--- config.mk ---
export PLATFORM = sky130hd
export DESIGN_NAME = pwm_breath_multi
export DESIGN_NICKNAME = d
export VERILOG_FILES = /design/src/rtl/pwm_pkg.sv /design/src/rtl/pwm_breath_ch.sv /design/src/rtl/pwm_breath_multi.sv
export SDC_FILE = /design/constraint.sdc
export NUM_CORES = 1
export LEC_CHECK = 0
export BUFFER_PORTS_ARGS = -buffer_cell sky130_fd_sc_hd__buf_2
export CAP_MARGIN = 30
export CORE_MARGIN = 2
export CORE_UTILIZATION = 30
export CTS_CLUSTER_DIAMETER = 60
export DETAILED_ROUTE_END_ITERATION = 8
export HOLD_SLACK_MARGIN = 0.1
export MAX_ROUTING_LAYER = met4
export PLACE_DENSITY = 0.56
export SYNTH_ARGS = -nofsm -noshare
export SYNTH_HDL_FRONTEND = slang
export SYNTH_SLANG_ARGS = --single-unit
--- constraint.sdc ---
create_clock -name clk -period 3.4 [get_ports clk]
set_input_delay 0.34 -clock clk [delete_from_list [all_inputs] [get_ports clk]]
set_output_delay 0.34 -clock clk [all_outputs]
set_load 0.05 [all_outputs]
--- src/rtl/pwm_pkg.sv ---
// rtl/pwm_pkg.sv - shared mode encodings and reset-duty helper for the breathing controller
package pwm_pkg;

  typedef logic [1:0] mode_t;

  localparam mode_t MODE_OFF    = 2'b00;
  localparam mode_t MODE_ON     = 2'b01;
  localparam mode_t MODE_BREATH = 2'b10;
  localparam mode_t MODE_BLINK  = 2'b11;

  // Phase-staggered start duty for channel idx: evenly spread over the PWM range,
  // clipped so it always fits in cnt_w bits.
  function automatic int reset_duty(input int idx, input int n_ch, input int cnt_w);
    int full;
    int v;
    full = 1 << cnt_w;
    v    = (idx * full) / n_ch;
    if (v > full - 1) begin
      v = full - 1;
    end
    return v;
  endfunction

endpackage

--- src/rtl/pwm_breath_ch.sv ---
// rtl/pwm_breath_ch.sv - one LED duty engine: mode decode, triangle/blink duty, PWM compare
module pwm_breath_ch
  import pwm_pkg::*;
#(
  parameter int CNT_W      = 8,
  parameter int STEP       = 1,
  parameter int ACTIVE_LOW = 0,
  parameter int RESET_DUTY = 0
) (
  input  logic             clk_i,
  input  logic             rst_i,
  input  logic             en_i,
  input  logic             wrap_i,
  input  logic             upd_i,
  input  logic [1:0]       mode_i,
  input  logic [CNT_W-1:0] cnt_i,
  output logic             led_o
);

  localparam logic [CNT_W-1:0] MAX      = {CNT_W{1'b1}};
  localparam logic [CNT_W-1:0] STEP_V   = CNT_W'(STEP);
  localparam logic [CNT_W-1:0] RST_DUTY = CNT_W'(RESET_DUTY);
  localparam logic             AL_BIT   = (ACTIVE_LOW != 0);

  logic [CNT_W-1:0] duty_q, duty_d;
  logic [CNT_W-1:0] duty_act_q, duty_act_d;
  logic             dir_q, dir_d;
  logic             on_q, on_d;
  logic             led_q, led_d;

  // Frame-boundary update: mode is only looked at on a wrap, so the compare value
  // and the forced-on flag never change in the middle of a frame.
  always_comb begin
    duty_d     = duty_q;
    dir_d      = dir_q;
    duty_act_d = duty_act_q;
    on_d       = on_q;
    if (wrap_i) begin
      case (mode_i)
        MODE_OFF: begin
          on_d       = 1'b0;
          duty_act_d = '0;
        end
        MODE_ON: begin
          // duty_act cannot express 2**CNT_W, so full-on is a separate flag.
          on_d = 1'b1;
        end
        MODE_BREATH: begin
          on_d = 1'b0;
          if (upd_i) begin
            if (dir_q) begin
              // Compare before adding so the CNT_W-bit sum can never wrap.
              if (duty_q >= MAX - STEP_V) begin
                duty_d = MAX;
                dir_d  = 1'b0;
              end else begin
                duty_d = duty_q + STEP_V;
              end
            end else begin
              if (duty_q <= STEP_V) begin
                duty_d = '0;
                dir_d  = 1'b1;
              end else begin
                duty_d = duty_q - STEP_V;
              end
            end
          end
          duty_act_d = duty_d;
        end
        default: begin
          on_d = 1'b0;
          if (upd_i) begin
            duty_d = (duty_q != '0) ? '0 : MAX;
          end
          duty_act_d = duty_d;
        end
      endcase
    end
  end

  // PWM compare against the frame-latched duty; disabled channels go inactive.
  always_comb begin
    led_d = AL_BIT;
    if (en_i) begin
      led_d = (on_q || (cnt_i < duty_act_q)) ^ AL_BIT;
    end
  end

  // Channel state registers; reset restores this channel's phase offset.
  always_ff @(posedge clk_i or posedge rst_i) begin
    if (rst_i) begin
      duty_q     <= RST_DUTY;
      duty_act_q <= RST_DUTY;
      dir_q      <= 1'b1;
      on_q       <= 1'b0;
      led_q      <= AL_BIT;
    end else begin
      duty_q     <= duty_d;
      duty_act_q <= duty_act_d;
      dir_q      <= dir_d;
      on_q       <= on_d;
      led_q      <= led_d;
    end
  end

  assign led_o = led_q;

endmodule

--- src/rtl/pwm_breath_multi.sv ---
// rtl/pwm_breath_multi.sv - multi-channel LED breathing controller with shared PWM timebase
module pwm_breath_multi
  import pwm_pkg::*;
#(
  parameter int N_CH       = 4,
  parameter int CNT_W      = 8,
  parameter int PRESCALE   = 105,
  parameter int UPD_FRAMES = 4,
  parameter int STEP       = 1,
  parameter int ACTIVE_LOW = 0
) (
  input  logic              clk,
  input  logic              rst,
  input  logic              en,
  input  logic [2*N_CH-1:0] mode,
  output logic              frame_start,
  output logic [N_CH-1:0]   led_out
);

  localparam int PW = (PRESCALE > 1) ? $clog2(PRESCALE) : 1;
  localparam int FW = (UPD_FRAMES > 1) ? $clog2(UPD_FRAMES) : 1;
  localparam logic [CNT_W-1:0] MAX = {CNT_W{1'b1}};

  logic [PW-1:0]    presc_q, presc_d;
  logic [CNT_W-1:0] cnt_q, cnt_d;
  logic [FW-1:0]    frm_q, frm_d;
  logic             fs_q, fs_d;
  logic             tick;
  logic             wrap;
  logic             upd;

  assign tick = en && (presc_q == PW'(PRESCALE - 1));
  assign wrap = tick && (cnt_q == MAX);
  assign upd  = wrap && (frm_q == FW'(UPD_FRAMES - 1));

  // Shared timebase next state: everything holds while en is low.
  always_comb begin
    presc_d = presc_q;
    cnt_d   = cnt_q;
    frm_d   = frm_q;
    fs_d    = wrap;
    if (en) begin
      presc_d = tick ? '0 : presc_q + PW'(1);
    end
    if (tick) begin
      cnt_d = cnt_q + CNT_W'(1);
    end
    if (wrap) begin
      frm_d = upd ? '0 : frm_q + FW'(1);
    end
  end

  // Shared timebase registers.
  always_ff @(posedge clk or posedge rst) begin
    if (rst) begin
      presc_q <= '0;
      cnt_q   <= '0;
      frm_q   <= '0;
      fs_q    <= 1'b0;
    end else begin
      presc_q <= presc_d;
      cnt_q   <= cnt_d;
      frm_q   <= frm_d;
      fs_q    <= fs_d;
    end
  end

  assign frame_start = fs_q;

  for (genvar i = 0; i < N_CH; i++) begin : g_ch
    pwm_breath_ch #(
      .CNT_W      (CNT_W),
      .STEP       (STEP),
      .ACTIVE_LOW (ACTIVE_LOW),
      .RESET_DUTY (reset_duty(i, N_CH, CNT_W))
    ) u_ch (
      .clk_i  (clk),
      .rst_i  (rst),
      .en_i   (en),
      .wrap_i (wrap),
      .upd_i  (upd),
      .mode_i (mode[2*i +: 2]),
      .cnt_i  (cnt_q),
      .led_o  (led_out[i])
    );
  end

endmodule
# [After elaboration in Yosys (flattened, before gate mapping)]
# Cells that the tools add are included.
[totals] out_inout_bits=5 ff_bits=94
[op_classes] order_cmp=12 addsub=11 reduce_logical=31 muxes=54 n_eq_ne=11 bitwise_logic=8
[op_table] operator="$mux W8" n=24
[op_table] operator="$pmux W8 S3" n=4
[op_table] operator="$pmux W8 S2" n=4
[op_table] operator="$add A8 B1 Y8 const B" n=5
[op_table] operator="$ge A8 B8 Y1 const B" n=4
[op_table] operator="$le A8 B1 Y1 const B" n=4
[op_table] operator="$lt A8 B8 Y1" n=4
[op_table] operator="$reduce_bool A8 Y1" n=4
[op_table] operator="$sub A8 B1 Y8 const B" n=4
[op_table] operator="$mux W1" n=20
[op_table] operator="$reduce_and A2 Y1" n=8
[op_table] operator="$reduce_and A3 Y1" n=4
[op_table] operator="$eq A2 B2 Y1 const B" n=5
[op_table] operator="$eq A2 B1 Y1 const B" n=4
[op_table] operator="$eq A8 B8 Y1 const B" n=1
[op_table] operator="$logic_not A2 Y1" n=4
[op_table] operator="$not A1 Y1" n=8
[op_table] operator="$reduce_or A2 Y1" n=4
[op_table] operator="$add A7 B1 Y7 const B" n=1
[op_table] operator="$eq A7 B7 Y1 const B" n=1
[op_table] operator="$mux W7" n=1
[op_table] operator="$logic_or A1 B1 Y1" n=4
[op_table] operator="$logic_and A1 B1 Y1" n=3
[op_table] operator="$add A2 B1 Y2 const B" n=1
[op_table] operator="$mux W2" n=1

# [Logic depth before layout (Yosys ltp)]
[logic_depth] ltp_word=6 depth_mapped=12

# [By module]
# A second synthesis with hierarchy kept.
[unflattened] cells_unflattened=870 hier_area_um2=7160.6
[modules_own_cells] module="pwm_breath_ch at g_ch[1].u_ch ..." area_each_um2=1567.8 n_inst=2 cells_per_inst=198
[modules_own_cells] module="pwm_breath_ch at g_ch[3].u_ch" area_each_um2=1570.3 n_inst=1 cells_per_inst=198
[modules_own_cells] module="pwm_breath_ch at g_ch[0].u_ch" area_each_um2=1565.3 n_inst=1 cells_per_inst=198
[modules_own_cells] module="pwm_breath_multi" area_each_um2=889.6 n_inst=1 cells_per_inst=78

# [Worst setup path before layout]
# Ideal clock, no wire load.
[synth_path] kind="register to register" from="reg presc_q[0]" to="reg g_ch[0].u_ch.duty_q[7]" arrival_time_ps=2195 synth_period_minus_slack_ps=2320 required_ps=3275 n_path_buf=2 stages_incl_launch_ff=11 path_slack_ps=1080 path_cell_list="dfrtp_1 inv_1 ha_1 nand4b_1 or4_1 buf_4 clkinv_2 nand2_2 buf_2 nor2_1 mux2_4"
[synth_via] elab_chain_len=6 elab_cells_between_ends=8 classes_between="eq/ne (1); mux (3); reduce/logical (4)"
[synth_rtl] element="start: declaration" line_no="pwm_breath_multi.sv:24" source="logic [PW-1:0] presc_q, presc_d;"
[synth_rtl] element="start signal: assignment" line_no="pwm_breath_multi.sv:61" source="presc_q <= presc_d;"
[synth_rtl] element="$eq A7 B7 Y1 *" line_no="pwm_breath_multi.sv:32" source="assign tick = en && (presc_q == PW'(PRESCALE - 1));"
[synth_rtl] element="$logic_and A1 B1 Y1 *" line_no="pwm_breath_multi.sv:32"
[synth_rtl] element="$logic_and A1 B1 Y1 *" line_no="pwm_breath_multi.sv:33" source="assign wrap = tick && (cnt_q == MAX);"
[synth_rtl] element="$logic_and A1 B1 Y1" line_no="pwm_breath_multi.sv:34" source="assign upd = wrap && (frm_q == FW'(UPD_FRAMES - 1));"
[synth_rtl] element="$mux W8 (on tied branches)" line_no="pwm_breath_ch.sv:72, pwm_breath_ch.sv:50"
[synth_rtl] element="$pmux W8 S2" line_no="pwm_breath_ch.sv:39" source="case (mode_i)"
[synth_rtl] element="end signal: assignment" line_no="pwm_breath_ch.sv:98" source="duty_q <= duty_d;"
[synth_rtl] element="end: declaration" line_no="pwm_breath_ch.sv:25" source="logic [CNT_W-1:0] duty_q, duty_d;"
# Mark *: on every way between the ends. The rest lies on a longest branch, timed or not.
# A chain may end at the register's enable or synchronous reset.

# [Worst setup path in the final report]
[layout_path] from="reg presc_q[0]" to="reg g_ch[2].u_ch.duty_q[7]"
[layout_via] elab_chain_len=6 elab_cells_between_ends=8 classes_between="eq/ne (1); mux (3); reduce/logical (4)"
[layout_rtl] element="$eq A7 B7 Y1 *" line_no="pwm_breath_multi.sv:32"
[layout_rtl] element="$logic_and A1 B1 Y1 *" line_no="pwm_breath_multi.sv:32"
[layout_rtl] element="$logic_and A1 B1 Y1 *" line_no="pwm_breath_multi.sv:33"
[layout_rtl] element="$logic_and A1 B1 Y1" line_no="pwm_breath_multi.sv:34"
[layout_rtl] element="$mux W8 (on tied branches)" line_no="pwm_breath_ch.sv:72, pwm_breath_ch.sv:50"
[layout_rtl] element="$pmux W8 S2" line_no="pwm_breath_ch.sv:39"
[layout_rtl] element="end signal: assignment" line_no="pwm_breath_ch.sv:98"
[layout_rtl] element="end: declaration" line_no="pwm_breath_ch.sv:25"
# Marked as above.

==> impl_metrics.toml <==
[sta]
post-route-min-period_ns = 2.767
max-slew-margin-rel_pct = 56.18
skew_ns = 0.006127
postLayoutSetupSlackWorst_ns = 0.6329
worst-slew-pin-transition_ns = 0.6513
final.hold.worst_slack_ns = 0.3381
max_freq_mhz = 361.4
setup_total_negative_slack_ns = 0
final_max_slew_viol_count = 0
period_share_pct = 81.39
grt_setup_unrepaired = "false"
setup_viol = 0
total_count_of_hold_check_failures_in_the_final_report = 0

[finish]
final.fill_count = 2411
final-instance-count-excl-fill = 1171
antenna_cells = 0
area_growth_syn_to_layout_pct = 8.844
final_layout_size_suffix_gt1_share_pct = 9.557
num-nets-final = 912

[floorplan]
die_width_um = 156.9
area_of_the_core_um2 = 22780
rows = 55
top_level_ports = 16
die_h_um = 156.9
die_area_um2 = 24630
initial_utilization_pct = 30.80

[synthesis]
synth.most_common_cell = "nand2_1"
synth-async-reset-ratio_pct = 100.0
total_standard_cell_area_after_synthesis_um2 = 7017
postSynthNetCount = 930
synth_sequential_area_ratio_pct = 33.74
synth_largest_type_area_fraction_pct = 29.24
synth-edff-count = 0
ys_dominant_reg_cell = "dfrtp_1"
syn_inst = 871
synth_top_cells_by_count = "nand2_1, dfrtp_1, a21oi_1, o21ai_0, nor2_1"
synth-warning-count = 0
synth-seq-cells = 94
post_synth_num_cell_types = 83
syn_area_per_cell_um2 = 8.056
synth_top_area_cell = "dfrtp_1"
synth.area.top_cells = "dfrtp_1, ha_1, nand2_1"

[drt]
drt-wirelength-per-cell_um = 16.20
antenna_left = 0
dr_iter_0_viols = 472
detail_route.wirelength_um = 18970
detail_route.drc_violations = 0
num_vias = 6332
drt_pass1_iterations = 5
routed_via_density = 5.407

[worst_setup_path]
critPathCaptureType = "flip-flop"
critical_path.reg2reg.startpoint = "presc_q[0]"
cp_max_fo = 18
cp_cell_sequence = "inv_1, ha_1, nand4b_1, or4_1, clkinv_2, nand2_2, a2111o_1, o211ai_1, o21ai_1"
cp_slowest_stage_delay_ns = 0.60
worstSetupPathType = "flip-flop to flip-flop"
crit_required_ns = 3.67
timing.rr.end = "g_ch[2].u_ch.duty_q[7]"
critical_path.slowest_cell = "or4_1"
rrSetupSlack_ns = 0.63
critPathLaunch = "presc_q[0]"
critPathCapture = "g_ch[2].u_ch.duty_q[7]"
worstSetupStartpointType = "flip-flop"
timing.reg2reg.worst_path_depth = 9
critical_path_arrival_ns = 3.04

[clocking]
cts_root_buffer = "clkbuf_16"
clock_path_buffers = 2
ctsHtreeMaxLevel = 3
sink_count_of_the_clock_tree = 94
clock_tree_from_tritoncts = "yes"
numCtsBuffers = 9
clkSlewWorstSetupHoldPaths_ns = 0.07
worst_skew_pair.late_latency_ns = 0.35
post_cts_resized = 0

[power]
power_frac_comb_pct = 6.5
netSwitchingFraction_pct = 23.76
cellLeakagePower_uw = 0.003286
total_switching_power_uw = 580.0
power.sequential.fraction_pct = 48.8
power_density_nw_per_um2 = 319.6
power_report.internal_total_uw = 1861
clock_power_share_pct = 44.6
vdd_ir_drop_max_uv = 230.7

[placed_design]
hpwl_um = 13730
placed_cells = 1154
io_buffers = 15
pre_cts_slack_ns = 0.6524
placer_congestion_estimate = 0.8816

[global_route]
grt_first_pass_wirelength_um = 31130
grt_start_max_net_pins = 40
grt_antenna_before_repair = 0
grt-ovfl-total = 0
via_count_of_the_first_global_routing_pass = 5891
grtUsageTotal_pct = 16.33

[run_status]
status = "finished clean"

[min_path]
min_path_type = "input port to flip-flop"

[job]
count_of_maximum_capacitance_violations = 0
-- final cells by class --
cell class | count | area (um^2) | area share [%]
inverters | 57 | 217.7 | 2.851
flip-flops and latches | 94 | 2367 | 31.00
multi-input cells | 663 | 4170 | 54.60
repair buffers | 28 | 175.2 | 2.294
clock inverters | 5 | 82.58 | 1.081
clock buffers | 11 | 232.7 | 3.047
well taps | 313 | 391.6 | 5.128
-- metrics by stage --
| stage | utilization (%) | cell area (um^2) | power, uW |
|---|---|---|---|
| finish | 33.53 | 7637 | 2441 |
| global route | 33.53 | 7637 | 2544 |
| CTS | 33.53 | 7637 | 2474 |
| detailed placement | 32.10 | 7312 | 1372 |
| global placement | 32.10 | 7312 | 1371 |
| floorplan | - | 7017 | 1322 |
-- critical path, delay by kind of cell (launching register included) --
family	cells	cell delay, ns
AOI/OAI and AO/OA	3	0.68
adders and majority gates	1	0.15
buffers and inverters	2	0.37
DFF	1	0.39
and+or+nand+nor	3	1.09
-- worst min-delay path by stage --
stage / startpoint / to / slack (ns) / cells past startpoint
6_report: mode[7] / g_ch[3].u_ch.dir_q / 0.34 / 3
4_1_cts: mode[7] / g_ch[3].u_ch.dir_q / 0.33 / 3
3_5_place_dp: rst / g_ch[1].u_ch.led_o / 0.44 / 2
5_1_grt: mode[7] / g_ch[3].u_ch.dir_q / 0.33 / 3
3_3_place_gp: rst / g_ch[1].u_ch.duty_q[4] / 0.44 / 2
2_1_floorplan: g_ch[3].u_ch.duty_act_q[2] / g_ch[3].u_ch.duty_act_q[2] / 0.44 / 2
-- sequential cells by signal, indices dropped and copies added, names as in the netlist --
register              cells
cnt_q                     8
frame_start               1
frm_q                     2
g_ch.u_ch.dir_q           4
g_ch.u_ch.duty_act_q     32
g_ch.u_ch.duty_q         32
g_ch.u_ch.led_o           4
g_ch.u_ch.on_q            4
presc_q                   7
-- layout by cell type (no fill, tap or decap), types with 14 or more instances in the layout --
master and instances:
nand3_1 22, o21ai_1 14, buf_2 15, dfrtp_1 82, nand2b_1 14, nor3_1 18, nand2_1 117, a21oi_1 66
nor2_1 57, nand4_1 18, o21ai_0 66, ha_1 48, inv_1 54, a31oi_1 15
-- power groups by stage --
stage | Sequential (uW) | Clock [uW] | Combinational [uW]
2_1_floorplan | 1200 | 0 | 118
3_3_place_gp | 1210 | 0 | 157
3_5_place_dp | 1210 | 0 | 159
4_1_cts | 1190 | 1120 | 161
5_1_grt | 1200 | 1160 | 182
6_report | 1190 | 1090 | 159
-- repair_timing --
action | CTS | global route
hold buffers | 1 | 0
setup buffers | 0 | 0
hold endpoints to repair | 33 | 0
-- kinds of logic after synthesis --
kind of cell | count (synthesis) | share of synthesized area [%]
DFF | 94 | 33.74
xor gates and xnor gates | 13 | 1.623
muxes | 16 | 2.425
and+or+nand+nor | 328 | 23.73
AOI/OAI and AO/OA | 258 | 23.09
adders and majority gates | 48 | 8.559
buffers and inverters | 114 | 6.829
-- per-layer routing --
layer / up-vias / global-route usage [%] / share of wire (%)
li1: 3111 / - / -
met1: 3039 / 22.69 / 49
met2: 163 / 24.37 / 45
met3: 19 / 2.946 / 4.4
met4: 0 / 4.587 / 1.3
met5: - / - / 0
(Power assumes the default switching activity.)
